$ cat config.mk
export PLATFORM = sky130hd
export DESIGN_NAME = con_ex_pipe_flat
export DESIGN_NICKNAME = d
export VERILOG_FILES = /design/src/rtl/con_ex_pipe_pkg.sv /design/src/rtl/con_ex_pipe_if.sv /design/src/rtl/con_ex_pipe_alu.sv /design/src/rtl/con_ex_pipe_muldiv_iter.sv /design/src/rtl/con_ex_pipe.sv /design/src/flat_wrapper.sv
export SDC_FILE = /design/constraint.sdc
export NUM_CORES = 2
export LEC_CHECK = 0
export CORE_ASPECT_RATIO = 0.6
export CORE_UTILIZATION = 40
export CTS_CLUSTER_SIZE = 8
export DETAILED_ROUTE_END_ITERATION = 12
export SYNTH_ARGS = -nofsm -noshare
export SYNTH_HDL_FRONTEND = slang
export SYNTH_SLANG_ARGS = --single-unit
export TNS_END_PERCENT = 30
$ cat constraint.sdc
create_clock -name clk -period 31.3 [get_ports clk]
set_clock_uncertainty 0.1 [all_clocks]
set_input_delay 6.26 -clock clk [delete_from_list [all_inputs] [get_ports clk]]
set_output_delay 6.26 -clock clk [all_outputs]
set_load 0.01 [all_outputs]
$ cat src/rtl/con_ex_pipe_pkg.sv
// Shared definitions for the execute stage.
// Contents:
//   - ALU operation codes, including the multiply/divide codes MD_*
//   - is_md(): tells whether an operation code belongs to the multiply/divide unit
//   - a_sel / b_sel operand-select encodings
//   - stage state enum and the internal multiply/divide op enum
package con_ex_pipe_pkg;

  localparam logic [5:0] ALU_ADD    = 6'h00;
  localparam logic [5:0] ALU_SUB    = 6'h01;
  localparam logic [5:0] ALU_AND    = 6'h02;
  localparam logic [5:0] ALU_OR     = 6'h03;
  localparam logic [5:0] ALU_XOR    = 6'h04;
  localparam logic [5:0] ALU_SLL    = 6'h05;
  localparam logic [5:0] ALU_SRL    = 6'h06;
  localparam logic [5:0] ALU_SRA    = 6'h07;
  localparam logic [5:0] ALU_SLT    = 6'h08;
  localparam logic [5:0] ALU_SLTU   = 6'h09;
  localparam logic [5:0] ALU_PASS_B = 6'h0A;

  // The low two bits of each MD code are the md_op_t value below.
  localparam logic [5:0] MD_MUL   = 6'h20;
  localparam logic [5:0] MD_MULHU = 6'h21;
  localparam logic [5:0] MD_DIVU  = 6'h22;
  localparam logic [5:0] MD_REMU  = 6'h23;

  localparam logic [1:0] A_RS1     = 2'd0;
  localparam logic [1:0] A_PC      = 2'd1;
  localparam logic [1:0] A_ZERO    = 2'd2;
  localparam logic [1:0] A_RS1_ALT = 2'd3;

  localparam logic [1:0] B_RS2  = 2'd0;
  localparam logic [1:0] B_IMM  = 2'd1;
  localparam logic [1:0] B_FOUR = 2'd2;
  localparam logic [1:0] B_ZERO = 2'd3;

  typedef enum logic [1:0] {EMPTY, BUSY, FULL} state_t;

  // bit 1 = divide family, bit 0 = take the high/remainder half
  typedef enum logic [1:0] {MD_OP_MUL, MD_OP_MULHU, MD_OP_DIVU, MD_OP_REMU} md_op_t;

  function automatic logic is_md(input logic [5:0] mode);
    return (mode[5:2] == 4'b1000);
  endfunction

endpackage

$ cat src/rtl/con_ex_pipe_if.sv
// Decode-side and memory-side signals of the execute stage.
// Modports:
//   - slave:  the execute stage itself
//   - master: its environment (decode and memory)
// Decode side: flush, in_valid/in_ready, operand selects, payload, rdn_in, alu_mode.
// Memory side: out_valid/out_ready, result alu_out and the latched sidebands.
interface con_ex_pipe_if #(parameter int WordSize = 32);
  logic                flush;
  logic                in_valid;
  logic                in_ready;
  logic                branch_taken_in;
  logic [1:0]          a_sel;
  logic [1:0]          b_sel;
  logic [WordSize-1:0] imm;
  logic [WordSize-1:0] pc_in;
  logic [WordSize-1:0] rs1d;
  logic [WordSize-1:0] rs2d_in;
  logic [WordSize-1:0] branch_addr_in;
  logic [4:0]          rdn_in;
  logic [5:0]          alu_mode;

  logic                out_valid;
  logic                out_ready;
  logic                branch_taken;
  logic [4:0]          rdn;
  logic [WordSize-1:0] pc;
  logic [WordSize-1:0] branch_addr;
  logic [WordSize-1:0] rs2d;
  logic [WordSize-1:0] alu_out;

  modport slave (
    input  flush, in_valid, branch_taken_in, a_sel, b_sel, imm, pc_in, rs1d,
           rs2d_in, branch_addr_in, rdn_in, alu_mode, out_ready,
    output in_ready, out_valid, branch_taken, rdn, pc, branch_addr, rs2d, alu_out
  );

  modport master (
    output flush, in_valid, branch_taken_in, a_sel, b_sel, imm, pc_in, rs1d,
           rs2d_in, branch_addr_in, rdn_in, alu_mode, out_ready,
    input  in_ready, out_valid, branch_taken, rdn, pc, branch_addr, rs2d, alu_out
  );
endinterface

$ cat src/rtl/con_ex_pipe_alu.sv
// Existing combinational ALU used by the execute stage.
// Ports:
//   - a, b:   operands
//   - mode:   operation code
//   - result: result
// Codes it does not recognise, including the MD codes, produce 0.
module Alu
  import con_ex_pipe_pkg::*;
#(
  parameter int WordSize = 32
) (
  input  logic [WordSize-1:0] a,
  input  logic [WordSize-1:0] b,
  input  logic [5:0]          mode,
  output logic [WordSize-1:0] result
);
  localparam int ShW = $clog2(WordSize);

  logic [ShW-1:0] shamt;
  assign shamt = b[ShW-1:0];

  always_comb begin
    result = '0;
    case (mode)
      ALU_ADD:    result = a + b;
      ALU_SUB:    result = a - b;
      ALU_AND:    result = a & b;
      ALU_OR:     result = a | b;
      ALU_XOR:    result = a ^ b;
      ALU_SLL:    result = a << shamt;
      ALU_SRL:    result = a >> shamt;
      ALU_SRA:    result = $signed(a) >>> shamt;
      ALU_SLT:    result = {{(WordSize-1){1'b0}}, ($signed(a) < $signed(b))};
      ALU_SLTU:   result = {{(WordSize-1){1'b0}}, (a < b)};
      ALU_PASS_B: result = b;
      default:    result = '0;
    endcase
  end
endmodule

$ cat src/rtl/con_ex_pipe_muldiv_iter.sv
// Iterative unsigned multiply/divide unit. Each op takes WordSize cycles.
// Ports:
//   - clk, rst: clock and asynchronous active-high reset
//   - abort:    drop any op in progress
//   - start:    load op/a/b and begin
//   - busy:     an op is iterating
//   - done:     final iteration this cycle; result updates at the edge
//   - result:   last registered result
// Multiply is shift-add on a {hi,lo} pair (lo holds the multiplier).
// Divide is restoring: hi is the partial remainder and lo shifts the dividend
// out while the quotient shifts in. A zero divisor naturally yields an
// all-ones quotient and a remainder equal to the dividend.
module muldiv_iter
  import con_ex_pipe_pkg::*;
#(
  parameter int WordSize = 32
) (
  input  logic                clk,
  input  logic                rst,
  input  logic                abort,
  input  logic                start,
  input  md_op_t              op,
  input  logic [WordSize-1:0] a,
  input  logic [WordSize-1:0] b,
  output logic                busy,
  output logic                done,
  output logic [WordSize-1:0] result
);
  localparam int CntW = $clog2(WordSize) + 1;
  localparam logic [CntW-1:0] CntLoad = CntW'(WordSize);

  logic [CntW-1:0]     cnt_reg;
  logic [WordSize-1:0] hi_reg, lo_reg, opnd_reg, result_reg;
  logic [1:0]          op_reg;

  logic [WordSize:0]   mul_sum, div_shift, div_diff;
  logic [WordSize-1:0] hi_next, lo_next;

  always_comb begin
    mul_sum   = {1'b0, hi_reg} + (lo_reg[0] ? {1'b0, opnd_reg} : '0);
    div_shift = {hi_reg, lo_reg[WordSize-1]};
    div_diff  = div_shift - {1'b0, opnd_reg};
    if (op_reg[1]) begin
      // Borrow out of the trial subtraction means "restore".
      hi_next = div_diff[WordSize] ? div_shift[WordSize-1:0] : div_diff[WordSize-1:0];
      lo_next = {lo_reg[WordSize-2:0], ~div_diff[WordSize]};
    end else begin
      hi_next = mul_sum[WordSize:1];
      lo_next = {mul_sum[0], lo_reg[WordSize-1:1]};
    end
  end

  assign busy   = (cnt_reg != '0);
  assign done   = (cnt_reg == CntW'(1));
  assign result = result_reg;

  always_ff @(posedge clk or posedge rst) begin
    if (rst) begin
      cnt_reg    <= '0;
      hi_reg     <= '0;
      lo_reg     <= '0;
      opnd_reg   <= '0;
      op_reg     <= '0;
      result_reg <= '0;
    end else if (abort) begin
      cnt_reg <= '0;
    end else if (start) begin
      cnt_reg  <= CntLoad;
      hi_reg   <= '0;
      op_reg   <= op;
      lo_reg   <= op[1] ? a : b;
      opnd_reg <= op[1] ? b : a;
    end else if (busy) begin
      cnt_reg <= cnt_reg - CntW'(1);
      hi_reg  <= hi_next;
      lo_reg  <= lo_next;
      if (done) begin
        result_reg <= op_reg[0] ? hi_next : lo_next;
      end
    end
  end
endmodule

$ cat src/rtl/con_ex_pipe.sv
// Execute stage between decode and memory. It holds one instruction at a time.
// Ports:
//   - clk, rst: clock and asynchronous active-high reset
//   - bus:      slave modport of con_ex_pipe_if (decode and memory handshakes)
// Behaviour:
//   - ALU ops produce a result one cycle after accept.
//   - MD ops occupy the stage for WordSize cycles in BUSY, then move to FULL.
//   - flush empties the stage and has priority over an accept in the same cycle.
module con_ex_pipe
  import con_ex_pipe_pkg::*;
#(
  parameter int WordSize = 32,
  parameter bit MdEnable = 1'b1
) (
  input  logic            clk,
  input  logic            rst,
  con_ex_pipe_if.slave    bus
);
  state_t state_reg, state_next;

  logic [WordSize-1:0] a_mux, b_mux, a_reg, b_reg;
  logic [5:0]          mode_reg;
  logic                md_reg;
  logic                branch_taken_reg;
  logic [4:0]          rdn_reg;
  logic [WordSize-1:0] pc_reg, branch_addr_reg, rs2d_reg;

  logic                accept, in_md, md_start, md_busy, md_done;
  logic [WordSize-1:0] alu_result, md_result;

  always_comb begin
    case (bus.a_sel)
      A_PC:    a_mux = bus.pc_in;
      A_ZERO:  a_mux = '0;
      default: a_mux = bus.rs1d;
    endcase
    case (bus.b_sel)
      B_RS2:   b_mux = bus.rs2d_in;
      B_IMM:   b_mux = bus.imm;
      B_FOUR:  b_mux = WordSize'(4);
      default: b_mux = '0;
    endcase
  end

  assign in_md        = MdEnable && is_md(bus.alu_mode);
  assign bus.in_ready = !rst && ((state_reg == EMPTY) || ((state_reg == FULL) && bus.out_ready));
  assign accept       = bus.in_valid && bus.in_ready && !bus.flush;
  assign md_start     = accept && in_md;

  always_comb begin
    state_next = state_reg;
    if (bus.flush) begin
      state_next = EMPTY;
    end else begin
      case (state_reg)
        EMPTY: if (accept) state_next = in_md ? BUSY : FULL;
        BUSY: begin
          if (md_done)       state_next = FULL;
          else if (!md_busy) state_next = EMPTY;  // unit idle without a result
        end
        FULL: begin
          if (accept)             state_next = in_md ? BUSY : FULL;
          else if (bus.out_ready) state_next = EMPTY;
        end
        default: state_next = EMPTY;
      endcase
    end
  end

  always_ff @(posedge clk or posedge rst) begin
    if (rst) begin
      state_reg        <= EMPTY;
      a_reg            <= '0;
      b_reg            <= '0;
      mode_reg         <= '0;
      md_reg           <= 1'b0;
      branch_taken_reg <= 1'b0;
      rdn_reg          <= '0;
      pc_reg           <= '0;
      branch_addr_reg  <= '0;
      rs2d_reg         <= '0;
    end else begin
      state_reg <= state_next;
      if (accept) begin
        a_reg            <= a_mux;
        b_reg            <= b_mux;
        mode_reg         <= bus.alu_mode;
        md_reg           <= in_md;
        branch_taken_reg <= bus.branch_taken_in;
        rdn_reg          <= bus.rdn_in;
        pc_reg           <= bus.pc_in;
        branch_addr_reg  <= bus.branch_addr_in;
        rs2d_reg         <= bus.rs2d_in;
      end
    end
  end

  Alu #(.WordSize(WordSize)) u_alu (
    .a      (a_reg),
    .b      (b_reg),
    .mode   (mode_reg),
    .result (alu_result)
  );

  generate
    if (MdEnable) begin : g_md
      muldiv_iter #(.WordSize(WordSize)) u_muldiv (
        .clk    (clk),
        .rst    (rst),
        .abort  (bus.flush),
        .start  (md_start),
        .op     (md_op_t'(bus.alu_mode[1:0])),
        .a      (a_mux),
        .b      (b_mux),
        .busy   (md_busy),
        .done   (md_done),
        .result (md_result)
      );
    end else begin : g_no_md
      assign md_busy   = 1'b0;
      assign md_done   = 1'b0;
      assign md_result = '0;
    end
  endgenerate

  assign bus.out_valid    = (state_reg == FULL);
  assign bus.alu_out      = (state_reg == FULL) ? (md_reg ? md_result : alu_result) : '0;
  assign bus.branch_taken = branch_taken_reg;
  assign bus.rdn          = rdn_reg;
  assign bus.pc           = pc_reg;
  assign bus.branch_addr  = branch_addr_reg;
  assign bus.rs2d         = rs2d_reg;
endmodule

$ cat src/flat_wrapper.sv
// flat-port wrapper written by rule: the top's interface ports become plain ports
module con_ex_pipe_flat import con_ex_pipe_pkg::*;
#(
  parameter int WordSize = 32,
  parameter bit MdEnable = 1'b1
)
  (clk, rst, bus_flush, bus_in_valid, bus_branch_taken_in, bus_a_sel, bus_b_sel, bus_imm, bus_pc_in, bus_rs1d, bus_rs2d_in, bus_branch_addr_in, bus_rdn_in, bus_alu_mode, bus_out_ready, bus_in_ready, bus_out_valid, bus_branch_taken, bus_rdn, bus_pc, bus_branch_addr, bus_rs2d, bus_alu_out);
  con_ex_pipe_if #(.WordSize(WordSize)) bus_i ();
  input  logic clk;
  input  logic rst;
  input wire logic [$bits(bus_i.flush)-1:0] bus_flush;
  input wire logic [$bits(bus_i.in_valid)-1:0] bus_in_valid;
  input wire logic [$bits(bus_i.branch_taken_in)-1:0] bus_branch_taken_in;
  input wire logic [$bits(bus_i.a_sel)-1:0] bus_a_sel;
  input wire logic [$bits(bus_i.b_sel)-1:0] bus_b_sel;
  input wire logic [$bits(bus_i.imm)-1:0] bus_imm;
  input wire logic [$bits(bus_i.pc_in)-1:0] bus_pc_in;
  input wire logic [$bits(bus_i.rs1d)-1:0] bus_rs1d;
  input wire logic [$bits(bus_i.rs2d_in)-1:0] bus_rs2d_in;
  input wire logic [$bits(bus_i.branch_addr_in)-1:0] bus_branch_addr_in;
  input wire logic [$bits(bus_i.rdn_in)-1:0] bus_rdn_in;
  input wire logic [$bits(bus_i.alu_mode)-1:0] bus_alu_mode;
  input wire logic [$bits(bus_i.out_ready)-1:0] bus_out_ready;
  output wire logic [$bits(bus_i.in_ready)-1:0] bus_in_ready;
  output wire logic [$bits(bus_i.out_valid)-1:0] bus_out_valid;
  output wire logic [$bits(bus_i.branch_taken)-1:0] bus_branch_taken;
  output wire logic [$bits(bus_i.rdn)-1:0] bus_rdn;
  output wire logic [$bits(bus_i.pc)-1:0] bus_pc;
  output wire logic [$bits(bus_i.branch_addr)-1:0] bus_branch_addr;
  output wire logic [$bits(bus_i.rs2d)-1:0] bus_rs2d;
  output wire logic [$bits(bus_i.alu_out)-1:0] bus_alu_out;
  assign bus_i.flush = bus_flush;
  assign bus_i.in_valid = bus_in_valid;
  assign bus_i.branch_taken_in = bus_branch_taken_in;
  assign bus_i.a_sel = bus_a_sel;
  assign bus_i.b_sel = bus_b_sel;
  assign bus_i.imm = bus_imm;
  assign bus_i.pc_in = bus_pc_in;
  assign bus_i.rs1d = bus_rs1d;
  assign bus_i.rs2d_in = bus_rs2d_in;
  assign bus_i.branch_addr_in = bus_branch_addr_in;
  assign bus_i.rdn_in = bus_rdn_in;
  assign bus_i.alu_mode = bus_alu_mode;
  assign bus_i.out_ready = bus_out_ready;
  assign bus_in_ready = bus_i.in_ready;
  assign bus_out_valid = bus_i.out_valid;
  assign bus_branch_taken = bus_i.branch_taken;
  assign bus_rdn = bus_i.rdn;
  assign bus_pc = bus_i.pc;
  assign bus_branch_addr = bus_i.branch_addr;
  assign bus_rs2d = bus_i.rs2d;
  assign bus_alu_out = bus_i.alu_out;
  con_ex_pipe #(.WordSize(WordSize), .MdEnable(MdEnable)) u_core (.clk(clk), .rst(rst), .bus(bus_i));
endmodule
Word-level counts from Yosys, hierarchy flattened:

Index checks and enable logic that the tools add are counted.

* input bits: 181
* register bits after elaboration: 311

* bitwise operators: 6
* $lt $le $gt $ge: 2
* add/sub/neg operators: 5
* equal/unequal tests: 21
* shift operators: 3
* reductions and logical operators: 18
* muxes and demuxes: 27

Operators with widths (count)
* 32-bit two-way mux: 13
* 32-bit one-hot mux with 11 select lines: 1
* 32-bit one-hot mux with 3 select lines: 1
* 32-bit less-than comparator: 2
* 32-bit one-hot mux with 2 select lines: 1
* 32-bit by 33-bit adder with 33-bit output: 1
* 33-bit by 32-bit subtractor with 33-bit output: 1
* 32-bit adder: 1
* 32-bit AND: 1
* 32-bit OR: 1
* 32-bit by 5-bit << shifter with 32-bit output: 1
* 32-bit by 5-bit >> shifter with 32-bit output: 1
* 32-bit by 5-bit >>> shifter with 32-bit output: 1
* 32-bit subtractor: 1
* 32-bit bitwise XOR: 1
* 6-bit by 3-bit == test with 1-bit output, second input constant: 4
* 6-bit by 4-bit == test with 1-bit output, second input constant: 3
* 6-bit two-way mux: 3
* 2-bit two-way mux: 7
* 6-bit by 1-bit == test with 1-bit output, second input constant: 2
* 6-bit by 2-bit == test with 1-bit output, second input constant: 2
* 2-bit by 1-bit == test with 1-bit output, second input constant: 3
* 2-bit == test, second input constant: 3
* 6-bit logical NOT: 1
* 17 further kinds: 26

Logic depth before layout (Yosys ltp):

* word-level depth: 9
* mapped depth: 15
* depth with buffers taken out: 13

Modules after synthesis:

A second synthesis with hierarchy kept.

* cells, all modules: 3336
* area, all modules: 29039.1 um^2

Modules (own cells, without submodules)
* muldiv_iter: cells each 1369, seq. area each 3403.3 um^2, times used 1, area an instance 11553.6 um^2
* Alu: cells each 1326, seq. area each 0.0 um^2, times used 1, area an instance 8874.8 um^2
* con_ex_pipe: cells each 641, seq. area each 4379.2 um^2, times used 1, area an instance 8610.8 um^2

Worst setup path before layout:

Ideal clock, no wire load.

* path type: input-to-reg
* start: input rst
* end: register u_core.g_md.u_muldiv.result_reg[11] (netlist: u_core.g_md.u_muldiv.result[11])
* required time: 31.061 ns
* buffers on the path: 2
* arrival: 15.084 ns
* stages: 10
* slack: 15.977 ns
* setup time: 0.139 ns
* path through: inv_1 -> nand2_1 -> or4_1 -> nor2_1 -> or4_1 -> clkbuf_1 -> buf_1 -> nor3_1 -> a21oi_1 -> o21ai_0

* cells in the longest elaborated chain, start to end: 7

RTL lines
* start, declared: line flat_wrapper.sv:10 `input logic rst;`
* 1-bit logical NOT: line con_ex_pipe.sv:46 `assign bus.in_ready = !rst && ((state_reg == EMPTY) || ((state_reg == FULL) && bus.out_ready));`
* 1-bit logical AND: line con_ex_pipe.sv:46
* 1-bit logical AND (2 in series): line con_ex_pipe.sv:47 `assign accept = bus.in_valid && bus.in_ready && !bus.flush;`
* 1-bit logical AND: line con_ex_pipe.sv:48 `assign md_start = accept && in_md;`
* 1-bit NOT (no source line)
* 4-bit AND reduction (no source line)
* end signal, assigned: line con_ex_pipe_muldiv_iter.sv:78 `result_reg <= op_reg[0] ? hi_next : lo_next;`
* end, declared: line con_ex_pipe_muldiv_iter.sv:33 `logic [WordSize-1:0] hi_reg, lo_reg, opnd_reg, result_reg;`

No other way between the ends.
A chain may end at the register's enable or synchronous reset.

Worst setup path in the final report:

* start: input rst
* end: output bus_in_ready

* cells in the longest elaborated chain, start to end: 2

RTL lines
* 1-bit logical NOT: line con_ex_pipe.sv:46
* 1-bit logical AND: line con_ex_pipe.sv:46
* end, declared: line flat_wrapper.sv:24 `output wire logic [$bits(bus_i.in_ready)-1:0] bus_in_ready;`

No other way between the ends.

==> metrics.txt <==
Max Cap Viol=0; min-delay src=u_core.bus.pc[19]; Final Hold Vio Count=0; DIE WIDTH=346.2 um; Synth Area in XOR/XNOR=2.125%; multiplexer share of the synthesized area=9.639%; worst min path class=reg2reg; top post-synthesis cells by area=dfrtp_1, nand2_1, ha_1; mapped cell area=28440 um^2; clock latency on the worst-skew pair=610 ps; DIE AREA=72210 um^2; Critical-path top delay cell=clkdlybuf4s50_1; largest net degree at the start of global routing=99; dpl hpwl=110.4 mm; endpoints failing setup=0; RSZ-0062 raised after global routing=false; post-route ant nets=0; clock sink total=311; Req. time, crit path=24940 ps; Port Buffers=316; Leak=14.30 nW; maximum vdd ir drop=49.53 uV; vias in the first global route=27520; Avg WL per Cell=29.80 um; io pins=317; Crit path top cell by count=clkdlybuf4s50_1; Synth top area share=27.36%; Max Fclk=71.19 MHz; cell taking the most area after synthesis=dfrtp_1; std cell rows=75; Slew Viols, Final=0; DRC viols=0; sequential fraction of the synthesis area=27.36%; vias per cell=6.384; total CTS buffers=46; r2r endpoint=u_core.g_md.u_muldiv.hi_reg[6]; crit path cell chain=clkdlybuf4s50_1 > nor3_1 > clkdlybuf4s50_1; Reg2Reg Depth=15; post-CTS setup buffers=0; vias=30670; most common cell after layout, fill and taps aside=nand2_1; GR Util All Layers=38.66%; pwr dens=86.91 nW/um^2; Final period util=44.88%; routability-driven placement congestion ratio=1.042; Starting Density=40.57%; Worst R2R Setup Slack=26600 ps; Hold Path End=u_core.bus.pc[19]; yosys warns=0; Post-Synth Simple-Gate Area=20.83%; final worst path period need=14050 ps; Post-Synth Adder-Cell Area=7.848%; Mapped Nets=4051; Hold Slack=372.1 ps; FF-to-FF Start=u_core.g_md.u_muldiv.lo_reg[31]; DRT Pass-1 Iters=5; fraction of registers with async set/reset=100.0%; FF+latch count, synth=311; chip height=208.5 um; crit path DAT=7690 ps; Tightest Pin Transition=1379 ps; Clock Path Buffers=3; area of the multi-input gates=18840 um^2; Clock transition at path regs=50 ps; Setup TNS Final=0 ps; commonest cells after routing, fill and taps aside=nand2_1, nor2_1, o21ai_0; dpl cell area=32270 um^2; Hold-fix buffers, CTS=0; Net count, final=4221; layout cell share with drive strength beyond 1=7.609%; Core ar.=70100 um^2; Rel. slew slack=7.815%; H-tree Lvls=2; fin util=47.96%; Post-synth EDFFs=0; initial antenna violation count=12; WHS Path Cells=2; CP max stage delay=580 ps; Routed Wire Length=143.2 mm; clk root buf=clkbuf_16; final instance area=33620 um^2; Register Area=7797 um^2; cts repair resizes=0; Synth Area in Compound Gates=25.56%; total congestion overflow=0; largest family of logic cells by synthesized area=compound AO/OA/AOI/OAI gates; Main synth FF type=dfrtp_1; Area Overhead vs Synth=18.20%; filler cell count in the final layout=6923; Cell variety after synth=108; status=finished, final reports clean; cells after synthesis=3694; Crit. End Element=output pin; Iter 0 DRT Violations=4588; Worst setup SP type=input pin; Syn Area/Cell=7.699 um^2; TritonCTS clock tree=yes; first-pass GRT wire length=203.5 mm; WS Path Type=in2out; crit path max fanout=2
[Yosys cell counts (17+ instances only)]
master    count
and3_1       24
o211ai_1     63
o21ai_0     314
a21oi_1     293
a211oi_1     67
nor4_1       24
or3_1        17
a311oi_1     17
xor2_1       26
a221oi_1     28
clkbuf_1    228
o31ai_1      28
mux2i_1     104
nand3_1      36
o21a_1       22
nor3_1       99
a31oi_1      49
buf_2        21
and2_1       48
nand2_1     671
nand2b_1     18
nor2b_1      20
nand4_1      26
mux4_2       69
a21o_1       39
inv_1       176
xnor2_1      43
nor2_1      333
o21bai_1     26
ha_1        172
dfrtp_1     311
[kinds of logic (layout without fill, tap and decap cells)]
| logic type | count (synthesis) | after routing |
|---|---|---|
| simple gates | 1360 | 1360 |
| compound gates | 1133 | 1133 |
| buf+inv | 459 | 642 |
| flops | 311 | 311 |
| mux | 186 | 186 |
| fa+ha+maj | 176 | 176 |
| xor+xnor | 69 | 69 |
| other cells | 0 | 4 |
[final cells by class]
cell class                      instances  share of cell area (%)
Tap cell                              924                   3.439
Multi-Input combinational cell       2924                   56.04
Antenna cell                            4                 0.02978
Inverter                              179                   2.021
Clock buffer                           57                   3.729
Timing Repair Buffer                  402                   11.29
Sequential cell                       311                   23.19
Clock inverter                          4                  0.2531
[how the worst max path moves through the flow]
stage | startpoint | to | slack (ps) | depth (start not counted)
3_3_place_gp | rst | bus_in_ready | 17260 | 3
6_report | rst | bus_in_ready | 17250 | 3
5_1_grt | rst | bus_in_ready | 17210 | 3
3_5_place_dp | rst | bus_in_ready | 17260 | 3
2_1_floorplan | rst | u_core.g_md.u_muldiv.result[11] | 15980 | 10
4_1_cts | rst | bus_in_ready | 17240 | 3
[stage by stage]
step,instances,power [mW],worst slack (ps)
global route,4803,3.060,17210
CTS,4801,2.840,17240
detailed placement,4740,2.333,17260
floorplan,3694,1.743,15980
finish,4805,2.922,17250
global placement,4740,2.336,17260
[routing by layer]
metal / share of wire, % / global-route usage (%)
met5: 0.043 / 0
met4: 2.5 / 9.778
met3: 17 / 18.57
met2: 36 / 47.23
met1: 44 / 58.34
[worst max-delay path: cells and delay by family]
family	cells	cell delay, ps
and+or+nand+nor	1	280
buffers and inverters	2	1150
[power by group]
| group | total [mW] | internal, mW | switching [mW] |
|---|---|---|---|
| Combinational | 1.75 | 0.646 | 1.10 |
| Sequential | 0.675 | 0.517 | 0.158 |
| Clock | 0.500 | 0.287 | 0.214 |
| Total | 2.92 | 1.45 | 1.47 |
Power figures use the tool's default switching activity.
